[src/rtl/peak_gen.sv]
// Framed AXI-Stream test-pattern source: baseline gap then an NTX_TRIG-sample peak burst with marker strobe.
// Optional frame counter enabled by defining PEAK_GEN_FRAME_CNT_EN.
module peak_gen #(
   parameter int unsigned DATA_WIDTH   = 16,
   parameter int unsigned NTX_TRIG     = 16,
   parameter int unsigned PERIOD_WIDTH = 16
) (
   input  logic                    clk,
   input  logic                    reset,
   input  logic                    clear,
   input  logic                    enable,
   input  logic [PERIOD_WIDTH-1:0] period,
   input  logic [DATA_WIDTH-1:0]   baseline,
   input  logic [DATA_WIDTH-1:0]   peak_amp,
   output logic [DATA_WIDTH-1:0]   out_tdata,
   output logic                    out_tvalid,
   input  logic                    out_tready,
   output logic                    out_tlast,
   output logic                    peak_stb_out,
   output logic                    busy,
   output logic [31:0]             frame_count
);

   localparam logic [1:0] S_IDLE = 2'd0;
   localparam logic [1:0] S_GAP  = 2'd1;
   localparam logic [1:0] S_PEAK = 2'd2;

   localparam logic [PERIOD_WIDTH-1:0] NTX = PERIOD_WIDTH'(NTX_TRIG);

   logic [1:0]              r_state, w_state;
   logic [PERIOD_WIDTH-1:0] r_cnt, w_cnt;
   logic [PERIOD_WIDTH-1:0] r_per, w_per;
   logic [DATA_WIDTH-1:0]   r_tdata, w_tdata;
   logic                    r_tvalid, w_tvalid;
   logic                    r_tlast, w_tlast;
   logic                    r_stb, w_stb;
   logic                    r_busy, w_busy;

   logic                    w_beat;
   logic [PERIOD_WIDTH-1:0] w_per_clamp;
   logic [PERIOD_WIDTH-1:0] w_next_idx;
   logic [PERIOD_WIDTH-1:0] w_gap_len;

   assign w_beat      = r_tvalid & out_tready;
   assign w_per_clamp = (period <= NTX) ? (NTX + PERIOD_WIDTH'(1)) : period;
   assign w_next_idx  = r_cnt + PERIOD_WIDTH'(1);
   assign w_gap_len   = r_per - NTX;

   // Registers hold the sample currently presented; a new one loads from IDLE or on a beat.
   always_comb begin
      w_state  = r_state;
      w_cnt    = r_cnt;
      w_per    = r_per;
      w_tdata  = r_tdata;
      w_tvalid = r_tvalid;
      w_tlast  = r_tlast;
      w_stb    = r_stb;
      if (clear) begin
         w_state  = S_IDLE;
         w_cnt    = '0;
         w_per    = '0;
         w_tdata  = '0;
         w_tvalid = 1'b0;
         w_tlast  = 1'b0;
         w_stb    = 1'b0;
      end else begin
         case (r_state)
            S_IDLE: begin
               if (enable) begin
                  w_state  = S_GAP;
                  w_cnt    = '0;
                  w_per    = w_per_clamp;
                  w_tdata  = baseline;
                  w_tvalid = 1'b1;
                  w_tlast  = 1'b0;
                  w_stb    = 1'b0;
               end
            end
            S_GAP, S_PEAK: begin
               if (w_beat) begin
                  if (r_tlast) begin
                     if (enable) begin
                        w_state  = S_GAP;
                        w_cnt    = '0;
                        w_per    = w_per_clamp;
                        w_tdata  = baseline;
                        w_tvalid = 1'b1;
                        w_tlast  = 1'b0;
                        w_stb    = 1'b0;
                     end else begin
                        w_state  = S_IDLE;
                        w_tvalid = 1'b0;
                        w_tlast  = 1'b0;
                        w_stb    = 1'b0;
                     end
                  end else begin
                     w_cnt = w_next_idx;
                     if (w_next_idx >= w_gap_len) begin
                        w_state = S_PEAK;
                        w_tdata = peak_amp;
                        w_stb   = 1'b1;
                        w_tlast = (w_next_idx == (r_per - PERIOD_WIDTH'(1)));
                     end else begin
                        w_state = S_GAP;
                        w_tdata = baseline;
                        w_stb   = 1'b0;
                        w_tlast = 1'b0;
                     end
                  end
               end
            end
            default: begin
               w_state  = S_IDLE;
               w_tvalid = 1'b0;
               w_tlast  = 1'b0;
               w_stb    = 1'b0;
            end
         endcase
      end
      w_busy = (w_state != S_IDLE);
   end

   always_ff @(posedge clk or posedge reset) begin
      if (reset) begin
         r_state  <= S_IDLE;
         r_cnt    <= '0;
         r_per    <= '0;
         r_tdata  <= '0;
         r_tvalid <= 1'b0;
         r_tlast  <= 1'b0;
         r_stb    <= 1'b0;
         r_busy   <= 1'b0;
      end else begin
         r_state  <= w_state;
         r_cnt    <= w_cnt;
         r_per    <= w_per;
         r_tdata  <= w_tdata;
         r_tvalid <= w_tvalid;
         r_tlast  <= w_tlast;
         r_stb    <= w_stb;
         r_busy   <= w_busy;
      end
   end

   assign out_tdata    = r_tdata;
   assign out_tvalid   = r_tvalid;
   assign out_tlast    = r_tlast;
   assign peak_stb_out = r_stb;
   assign busy         = r_busy;

`ifdef PEAK_GEN_FRAME_CNT_EN
   logic [31:0] r_frame_cnt;
   logic        w_frame_done;

   assign w_frame_done = r_tvalid & out_tready & r_tlast;

   always_ff @(posedge clk or posedge reset) begin
      if (reset)             r_frame_cnt <= '0;
      else if (clear)        r_frame_cnt <= '0;
      else if (w_frame_done) r_frame_cnt <= r_frame_cnt + 32'd1;
   end

   assign frame_count = r_frame_cnt;
`else
   assign frame_count = '0;
`endif

endmodule
[config.mk]
export PLATFORM = sky130hd
export DESIGN_NAME = peak_gen
export DESIGN_NICKNAME = d
export VERILOG_FILES = /design/src/rtl/peak_gen.sv
export SDC_FILE = /design/constraint.sdc
export NUM_CORES = 1
export LEC_CHECK = 0
export CORE_ASPECT_RATIO = 1.75
export CORE_MARGIN = 2
export CORE_UTILIZATION = 50
export DETAILED_ROUTE_END_ITERATION = 6
export PLACE_DENSITY = 0.82
export SETUP_SLACK_MARGIN = 0.02
export SLEW_MARGIN = 20
export SYNTH_ARGS = -nofsm -noshare
export SYNTH_HDL_FRONTEND = slang
export SYNTH_SLANG_ARGS = --single-unit
[constraint.sdc]
create_clock -name clk -period 4.9 [get_ports clk]
set_clock_uncertainty 0.1 [all_clocks]
set_input_delay 0.735 -clock clk [delete_from_list [all_inputs] [get_ports clk]]
set_output_delay 0.735 -clock clk [all_outputs]
set_load 0.01 [all_outputs]
==> flow_metrics.tcl, run 1 <==
set metrics [dict create \
    status "completed" \
    power_density_nw_per_um2 297 \
    grt_pass1_vias 3425 \
    use_met1_pct 23.4 \
    fmax_mhz 271 \
    grt-ovfl-total 0 \
    remaining_drc_errors 0 \
    ios 105 \
    cap_violations 0 \
    layout_min_cycle_time_ns 3.69 \
    syn2layout_area_growth_pct 20.4 \
    grt_util_met3_pct 3.82 \
    gp_congestion 0.881 \
    initial_core_util_pct 51.7 \
    crit_type "register to register" \
    core_area_um2 7620 \
    fp.dieW_um 71.1 \
    cts_resized 0 \
    p_clk_share_pct 27.4 \
    grt_most_used_layer "met2" \
    critPathArrivalTime_ns 3.77 \
    crit_required_ns 4.98 \
    synth_cells 433 \
    switchingPower_mw 0.456 \
    wl_um 9580 \
    ys_async_sr_fraction_pct 100 \
    critPathCaptureType "register" \
    cp-start-kind "register" \
    worstPathMaxFanout 16 \
    reg2reg_slack_ns 1.21 \
    pwr-share-seq_pct 36.9 \
    wl_per_cell_um 16.3 \
    tightest_slew_ns 0.923 \
    max_slew_margin_pct 38.4 \
    cts_tree "built" \
    vias_per_cell 5.61 \
    drtPass1Iterations 4 \
    ant_nets 0 \
    cts_hold_buf 0 \
    grt_antenna_before_repair 0 \
    nNetsFinal 573 \
    hold_path_end "r_cnt[14]$_DFFE_PP0P_" \
    grtUsageMet2_pct 43.0 \
    grt_first_pass_wirelength_um 15700 \
    yosysTopAreaCell "dfrtp_1" \
    track_usage_pct 23.1 \
    dieHeight_um 121 \
    ys_ff_latch 54 \
    clkTransAtPathRegs_ns 0.07 \
    seq_area_frac_synth_pct 34.3 \
    cts_buffers 5 \
    final_common_cell "clkdlybuf4s50_1" \
    drive_gt1_share_pct 8.00 \
    portBuffers 72 \
    syn-cell-area_um2 3940 \
    ys_warn_count 0 \
    fin_util_pct 62.3 \
    post-cts-setup-buffers 0 \
    num_vias 3300 \
    synth_edf_count 0 \
    cts_buffer_depth 2 \
    slew_viol_final 0 \
    power_frac_comb_pct 35.7 \
    hold_violations 0 \
    r2r_cells 15 \
    worstSkewPairLatency_ns 0.29 \
    nFillCells 608 \
    power_leakage_nw 2.26 \
    p_int_mw 0.954 \
    dieArea_um2 8640 \
    drt_iter0_markers 208 \
    regToRegStartpoint "r_cnt[0]$_DFFE_PP0P_" \
    ir_drop_uv 276 \
    p_sw_share_pct 32.3 \
    rsz0062_at_grt "false" \
    finalSetupTns_ns 0 \
    synth_top_area_share_pct 34.3 \
    min_path_type "register to register" \
    layout_common_cells "clkdlybuf4s50_1 (72), dfrtp_1 (54), nor2_1 (51)" \
    reg2reg_to "out_tdata[0]$_DFFE_PP0P_" \
    min_period_over_period_pct 75.2 \
    synth.avg_cell_area_um2 9.10 \
    yosysUniqueCellTypes 53 \
    synth_ff_type "dfrtp_1" \
    hpwl_um 7580 \
    finalSetupViolCount 0 \
    grt_start_max_net_pins 55 \
    hold_path_depth 2 \
    yosys-top-cells-area "dfrtp_1 (34%), xnor2_1 (6.9%), ha_1 (6.7%)" \
    rows 42 \
    antenna_cells 0 \
    cts-root-buf "clkbuf_16" \
    htree_levels 2 \
    hold_start "r_cnt[14]$_DFFE_PP0P_" \
    cts_sinks 54 \
]
critical path, cell delays in order, from the launching register on:
cell,delay [ns]
dfrtp_1,0.43
ha_1,0.29
nand2_1,0.11
nor2_1,0.32
and3_1,0.23
xnor2_1,0.18
inv_1,0.08
ha_1,0.20
a21o_1,0.17
a21o_1,0.16
a21oi_1,0.19
o211ai_1,0.16
a211oi_1,0.35
o21ai_1,0.11
buf_4,0.23
o221a_2,0.26
how the worst max path moves through the flow:
stage / from / to / cells after the start
final: r_cnt[0]$_DFFE_PP0P_ / out_tdata[0]$_DFFE_PP0P_ / 15
after global placement: r_cnt[0]$_DFFE_PP0P_ / out_tdata[11]$_DFFE_PP0P_ / 15
after global routing: r_cnt[0]$_DFFE_PP0P_ / out_tdata[0]$_DFFE_PP0P_ / 15
after detailed placement: r_per[6]$_DFFE_PP0P_ / out_tdata[0]$_DFFE_PP0P_ / 12
after floorplan: r_per[6]$_DFFE_PP0P_ / out_tdata[0]$_DFFE_PP0P_ / 13
after CTS: r_cnt[0]$_DFFE_PP0P_ / out_tdata[0]$_DFFE_PP0P_ / 15
power groups by stage:
stage,registers [mW],logic [mW],clock network [mW]
6_report,0.520,0.504,0.387
5_1_grt,0.525,0.554,0.408
4_1_cts,0.520,0.504,0.391
3_5_place_dp,0.527,0.502,0
3_3_place_gp,0.527,0.485,0
2_1_floorplan,0.524,0.349,0
cells in the mapped netlist (9+ instances only):
library cell,n
nand3_1,11
a21oi_1,13
inv_1,19
buf_4,32
and3_1,9
dfrtp_1,54
ha_1,21
xor2_1,14
clkbuf_1,12
a22o_1,14
xnor2_1,31
nor2_1,51
a21o_1,10
o21ai_0,23
nand2_1,31
o221a_2,16
metal layers:
metal | wire, um | part of all wire, % | up-vias
met1 | 3380 | 35 | 1557
li1 | - | - | 1598
met5 | 0 | 0 | -
met4 | 548 | 5.7 | 0
met3 | 418 | 4.4 | 31
met2 | 5230 | 55 | 114
area by class of cell:
| type | instances | area, um2 | area share, % |
|---|---|---|---|
| clock buffer | 8 | 166 | 3.51 |
| inverter | 19 | 72.6 | 1.53 |
| multi-input combinational | 342 | 2290 | 48.2 |
| timing repair buffer | 77 | 758 | 16.0 |
| sequential | 54 | 1350 | 28.5 |
| tap | 88 | 110 | 2.32 |
registers in the layout, indices dropped and copies added (netlist names):
| register | cells |
|---|---|
| peak_stb_out | 1 |
| r_state | 2 |
| out_tdata | 16 |
| out_tlast | 1 |
| busy | 1 |
| r_cnt | 16 |
| out_tvalid | 1 |
| r_per | 16 |
metrics by stage:
step                      cells  power [mW]  worst slack [ns]  instance area [um2]  hold WS [ns]
final                       588        1.41              1.21                 4750         0.447
after global routing        588        1.49             0.880                 4750         0.491
after CTS                   588        1.41              1.26                 4740         0.447
after detailed placement    580        1.03              1.31                 4580         0.432
after global placement      580        1.01              1.49                 4580         0.408
after floorplan             464       0.872              1.49                 4060         0.393
cells by family after synthesis:
| family | Yosys count | synth area share [%] |
|---|---|---|
| buffers and inverters | 68 | 10.7 |
| DFF | 54 | 34.3 |
| muxes | 1 | 0.254 |
| xor gates and xnor gates | 47 | 10.8 |
| and+or+nand+nor | 148 | 19.4 |
| other | 1 | 0.0951 |
| adders and majority gates | 21 | 6.67 |
| AOI/OAI and AO/OA | 93 | 17.8 |
Power figures use the tool's default switching activity.
==> inputs of run 2 (changes only) <==
Settings changed: CORE_UTILIZATION 50 to 45, PLACE_DENSITY 0.82 to 0.78.
Clock period 4.9 ns to 3.32 ns, I/O delays scaled along.
==> run 2 against run 1 <==
Net effect:
- sequential power up 47%
- routed wire length increased by 13%
- clock-buffer cell count is 1 lower
- critical path depth increased by 1
- register-to-register slack got worse by 1.0 ns
==> flow_metrics.tcl, run 2 (synthesis results as in run 1) <==
set metrics [dict create \
    worstPathMaxFanout 17 \
    wl_per_cell_um 16.8 \
    finalSetupViolCount 0 \
    tightest_slew_ns 0.818 \
    placement.cell_area_um2 4820 \
    grt_antenna_before_repair 0 \
    layout_common_cells "clkdlybuf4s50_1 (72), dfrtp_1 (53), nor2_1 (50)" \
    min_path_type "input port to asynchronous set/reset pin" \
    critPathArrivalTime_ns 3.27 \
    cts_hold_buf 0 \
    min_period_over_period_pct 94.3 \
    drive_gt1_share_pct 14.0 \
    grt-ovfl-total 0 \
    hold_violations 0 \
    dieHeight_um 128 \
    syn2layout_area_growth_pct 27.2 \
    dieArea_um2 9550 \
    cts_tree "built" \
    wl_um 10800 \
    hpwl_um 8440 \
    gp_congestion 0.881 \
    cp-start-kind "register" \
    clkTransAtPathRegs_ns 0.07 \
    core_area_um2 8610 \
    grt_first_pass_wirelength_um 17600 \
    layout_min_cycle_time_ns 3.13 \
    cap_violations 0 \
    crit_type "register to register" \
    num_vias 3534 \
    ant_nets 0 \
    crit_required_ns 3.46 \
    nNetsFinal 600 \
    max_slew_margin_pct 45.2 \
    cts_sinks 54 \
    fin_util_pct 58.2 \
    initial_core_util_pct 45.8 \
    portBuffers 72 \
    vias_per_cell 5.49 \
    grt_pass1_vias 3844 \
    final_common_cell "clkdlybuf4s50_1" \
    power_leakage_nw 2.38 \
    ir_drop_uv 299 \
    nFillCells 742 \
    drt_iter0_markers 214 \
    htree_levels 2 \
    status "completed" \
    ios 105 \
    rows 45 \
    fmax_mhz 319 \
    antenna_cells 0 \
    cts_buffers 5 \
    stdcell_area_um2 5010 \
    multi_input_area_um2 2330 \
    remaining_drc_errors 0 \
    critPathCaptureType "register" \
    fp.dieW_um 74.7 \
    worstSkewPairLatency_ns 0.30 \
    drtPass1Iterations 4 \
    grt_start_max_net_pins 31 \
    seq_area_um2 1350 \
    slew_viol_final 0 \
    track_usage_pct 24.0 \
    power_density_nw_per_um2 418 \
    cts_buffer_depth 2 \
    cts-root-buf "clkbuf_16" \
]
run 2: critical path, cell delays in order (launching register included):
cell and delay (ns):
dfrtp_1 0.41, ha_1 0.21, nand2_1 0.13, nor2_4 0.05
and3_1 0.21, xnor2_2 0.16, inv_1 0.06, ha_1 0.20
a21o_1 0.17, a21o_1 0.19, a21oi_2 0.16, o211ai_1 0.16
buf_4 0.17, a21o_1 0.18, nand2_1 0.06, buf_4 0.22
o221a_2 0.21
run 2: area by class of cell:
type	count	area share, %
multi-input combinational	342	46.5
sequential	54	27.0
timing repair buffer	104	19.2
tap	117	2.92
clock buffer	7	2.85
inverter	19	1.42
clock inverter	1	0.0998
run 2: final timing paths:
check	start	endpoint	slack, ns	cells after the start
max reg2reg	r_cnt[1]$_DFFE_PP0P_	out_tdata[1]$_DFFE_PP0P_	0.19	16
min in group clk	peak_stb_out$_DFFE_PP0P_	peak_stb_out$_DFFE_PP0P_	0.44	2
min reg2reg	peak_stb_out$_DFFE_PP0P_	peak_stb_out$_DFFE_PP0P_	0.44	2
max	r_cnt[1]$_DFFE_PP0P_	out_tdata[1]$_DFFE_PP0P_	0.19	16
min	reset	r_cnt[5]$_DFFE_PP0P_	0.39	2
max in group asynchronous	reset	r_cnt[3]$_DFFE_PP0P_	2.11	3
run 2: power by group:
part / total [mW] / switching, mW / internal [mW]
Clock: 0.539 / 0.240 / 0.300
Combinational: 0.792 / 0.411 / 0.381
Sequential: 0.764 / 0.0536 / 0.710
Total: 2.10 / 0.704 / 1.39
run 2: through the flow:
| stage | power, mW | TNS, ns | hold slack [ns] | setup WS, ns | instances |
|---|---|---|---|---|---|
| after floorplan | 1.29 | 0 | 0.393 | 0.0442 | 464 |
| after global placement | 1.52 | 0 | 0.417 | 0.201 | 635 |
| after detailed placement | 1.55 | 0 | 0.430 | 0.120 | 635 |
| after CTS | 2.10 | 0 | 0.403 | 0.0916 | 643 |
| after global routing | 2.20 | -0.675 | 0.439 | -0.0465 | 644 |
| final | 2.10 | 0 | 0.388 | 0.190 | 644 |
run 2: per-layer routing:
layer	up-vias	global-route usage [%]	routed length, um	part of all wire (%)
li1	1654	-	-	-
met1	1710	23.3	3580	33
met2	133	45.3	6110	57
met3	37	4.01	476	4.4
met4	0	13.6	622	5.8
met5	-	0	0	0
run 2: timing repair:
action,CTS,global route
resized for setup,0,8
buffers inserted,0,1
setup endpoints to repair,0,17
==> inputs of run 3 (changes only) <==
Settings changed: SLEW_MARGIN 20 to unset.
==> run 3 against run 2 <==
Net effect:
- sequential power is essentially flat
- hold slack lost 0.0018 ns
- cell count grew 2.0%
- maximum frequency shrank 1.2%
- setup slack lost 0.038 ns
- via count grew 2.2%
- clock power grew 11%
- critical path type unchanged
==> flow_metrics.tcl, run 3 (synthesis results as in run 1) <==
set metrics [dict create \
    fin_hold_ws_ns 0.386 \
    reg2reg_slack_ns 0.15 \
    cpPeakStageDelay_ns 0.42 \
    rows 45 \
    seq_area_um2 1360 \
    dp_slack_ns 0.0977 \
    p_clk_share_pct 27.5 \
    regToRegStartpoint "r_cnt[0]$_DFFE_PP0P_" \
    fin_util_pct 60.5 \
    path_cells "ha_2, nand2_2, nor2_4, and3_1, xnor2_1, inv_1, ha_1, a21o_1, a21oi_2, o211ai_1, a211oi_2, o21ai_2, buf_6, o221a_2" \
    cts_sinks 54 \
    initial_core_util_pct 45.8 \
    cts-root-buf "clkbuf_16" \
    dieArea_um2 9550 \
    vias_per_cell 5.50 \
    layout_common_cells "clkdlybuf4s50_1 (72), nor2_1 (50), dfrtp_1 (47)" \
    critPathArrivalTime_ns 3.25 \
    pwr-share-seq_pct 35.1 \
    grt_start_max_net_pins 31 \
    finalSetupTns_ns 0 \
    remaining_drc_errors 0 \
    p_int_mw 1.46 \
    grt_antenna_before_repair 0 \
    fin_ws_ns 0.152 \
    max_slew_margin_pct 13.5 \
    cap_violations 0 \
    crit_type "register to register" \
    finalSetupViolCount 0 \
    cts_buffer_depth 2 \
    power_leakage_nw 2.48 \
    instances_no_fill 657 \
    wl_um 11100 \
    switchingPower_mw 0.718 \
    critPathCaptureType "register" \
    nNetsFinal 613 \
    cp_slowest_cell "dfrtp_1" \
    cts_buffers 5 \
    dieHeight_um 128 \
    dp.cells 635 \
    reg2reg_to "out_tdata[1]$_DFFE_PP0P_" \
    layout_min_cycle_time_ns 3.17 \
    ios 105 \
    min_period_over_period_pct 95.4 \
    multi_input_area_um2 2380 \
    final_common_cell "clkdlybuf4s50_1" \
    min_path_type "input port to asynchronous set/reset pin" \
    grt_pass1_vias 3896 \
    hpwl_um 8450 \
    power_frac_comb_pct 37.4 \
    tightest_slew_ns 1.30 \
    cp_num_buf_inv 2 \
    cts_tree "built" \
    crit_family "compound AO/OA/AOI/OAI gates" \
    ant_nets 0 \
    fp.dieW_um 74.7 \
    fmax_mhz 316 \
    grt-ovfl-total 0 \
    grt_first_pass_wirelength_um 17800 \
    crit_required_ns 3.41 \
    drtPass1Iterations 6 \
    cp-startpoint "r_cnt[0]$_DFFE_PP0P_" \
    nFillCells 715 \
    worstSkewPairLatency_ns 0.30 \
    num_vias 3613 \
    cts_hold_buf 0 \
    syn2layout_area_growth_pct 32.1 \
    ir_drop_uv 400 \
    wl_per_cell_um 16.9 \
    status "completed" \
    slew_viol_final 0 \
    gp_congestion 0.881 \
    htree_levels 2 \
    drive_gt1_share_pct 18.7 \
    clkTransAtPathRegs_ns 0.07 \
    power_density_nw_per_um2 418 \
    core_area_um2 8610 \
    worstPathMaxFanout 8 \
    drt_iter0_markers 231 \
    track_usage_pct 24.1 \
    antenna_cells 0 \
    cp-start-kind "register" \
    crit_cells 14 \
    r2r_cells 14 \
    portBuffers 72 \
    p_sw_share_pct 33.0 \
    hold_violations 0 \
]
run 3: cell types whose count changed in the layout (fill, tap and decap cells not counted), sizes merged:
cell	before	now
clkinv	1	0
clkinvlp	0	1
clkbuf	7	6
bufinv	0	1
buf	32	45
run 3: what timing repair did:
item / in CTS / in global routing
setup endpoints to repair: 0 / 17
endpoints found under the hold margin: 0 / 0
setup buffers: 0 / 13
gates resized for setup: 0 / 28
run 3: worst max path at each step:
stage	to	slack, ns
after global placement	out_tdata[14]$_DFFE_PP0P_	0.20
after floorplan	out_tdata[0]$_DFFE_PP0P_	0.04
after global routing	out_tdata[1]$_DFFE_PP0P_	-0.03
after CTS	out_tdata[1]$_DFFE_PP0P_	0.03
final	out_tdata[1]$_DFFE_PP0P_	0.15
after detailed placement	out_tdata[1]$_DFFE_PP0P_	0.1
run 3: worst reg2reg max path, cell delays in order (launching register included):
cell and delay [ns]:
dfrtp_1 0.42, ha_2 0.22, nand2_2 0.07, nor2_4 0.13, and3_1 0.22, xnor2_1 0.17, inv_1 0.08, ha_1 0.31
a21o_1 0.18, a21oi_2 0.15, o211ai_1 0.17, a211oi_2 0.28, o21ai_2 0.13, buf_6 0.18, o221a_2 0.25
run 3: power by group through the flow:
stage | Sequential, mW | Clock, mW | Combinational (mW)
2_1_floorplan | 0.773 | 0 | 0.515
3_3_place_gp | 0.773 | 0 | 0.743
3_5_place_dp | 0.773 | 0 | 0.778
4_1_cts | 0.763 | 0.603 | 0.783
5_1_grt | 0.770 | 0.620 | 0.896
6_report | 0.764 | 0.598 | 0.815
run 3: metal layers:
metal | global-route usage [%] | share of wire [%]
met5 | 0 | 0
met3 | 4.25 | 4.8
met2 | 44.1 | 55
met4 | 16.6 | 6.6
met1 | 23.1 | 33
run 3: stage by stage:
stage                     instance area [um2]  power, mW
final                                    5210       2.18
after global routing                     5210       2.29
after CTS                                4980       2.15
after detailed placement                 4810       1.55
after global placement                   4810       1.52
after floorplan                          4070       1.29
run 3: cell type report:
class,count,share of cell area (%)
multi-input combinational,342,45.8
timing repair buffer,117,20.7
clock inverter,2,0.721
clock buffer,6,2.47
sequential,54,26.1
tap,117,2.81
inverter,19,1.37
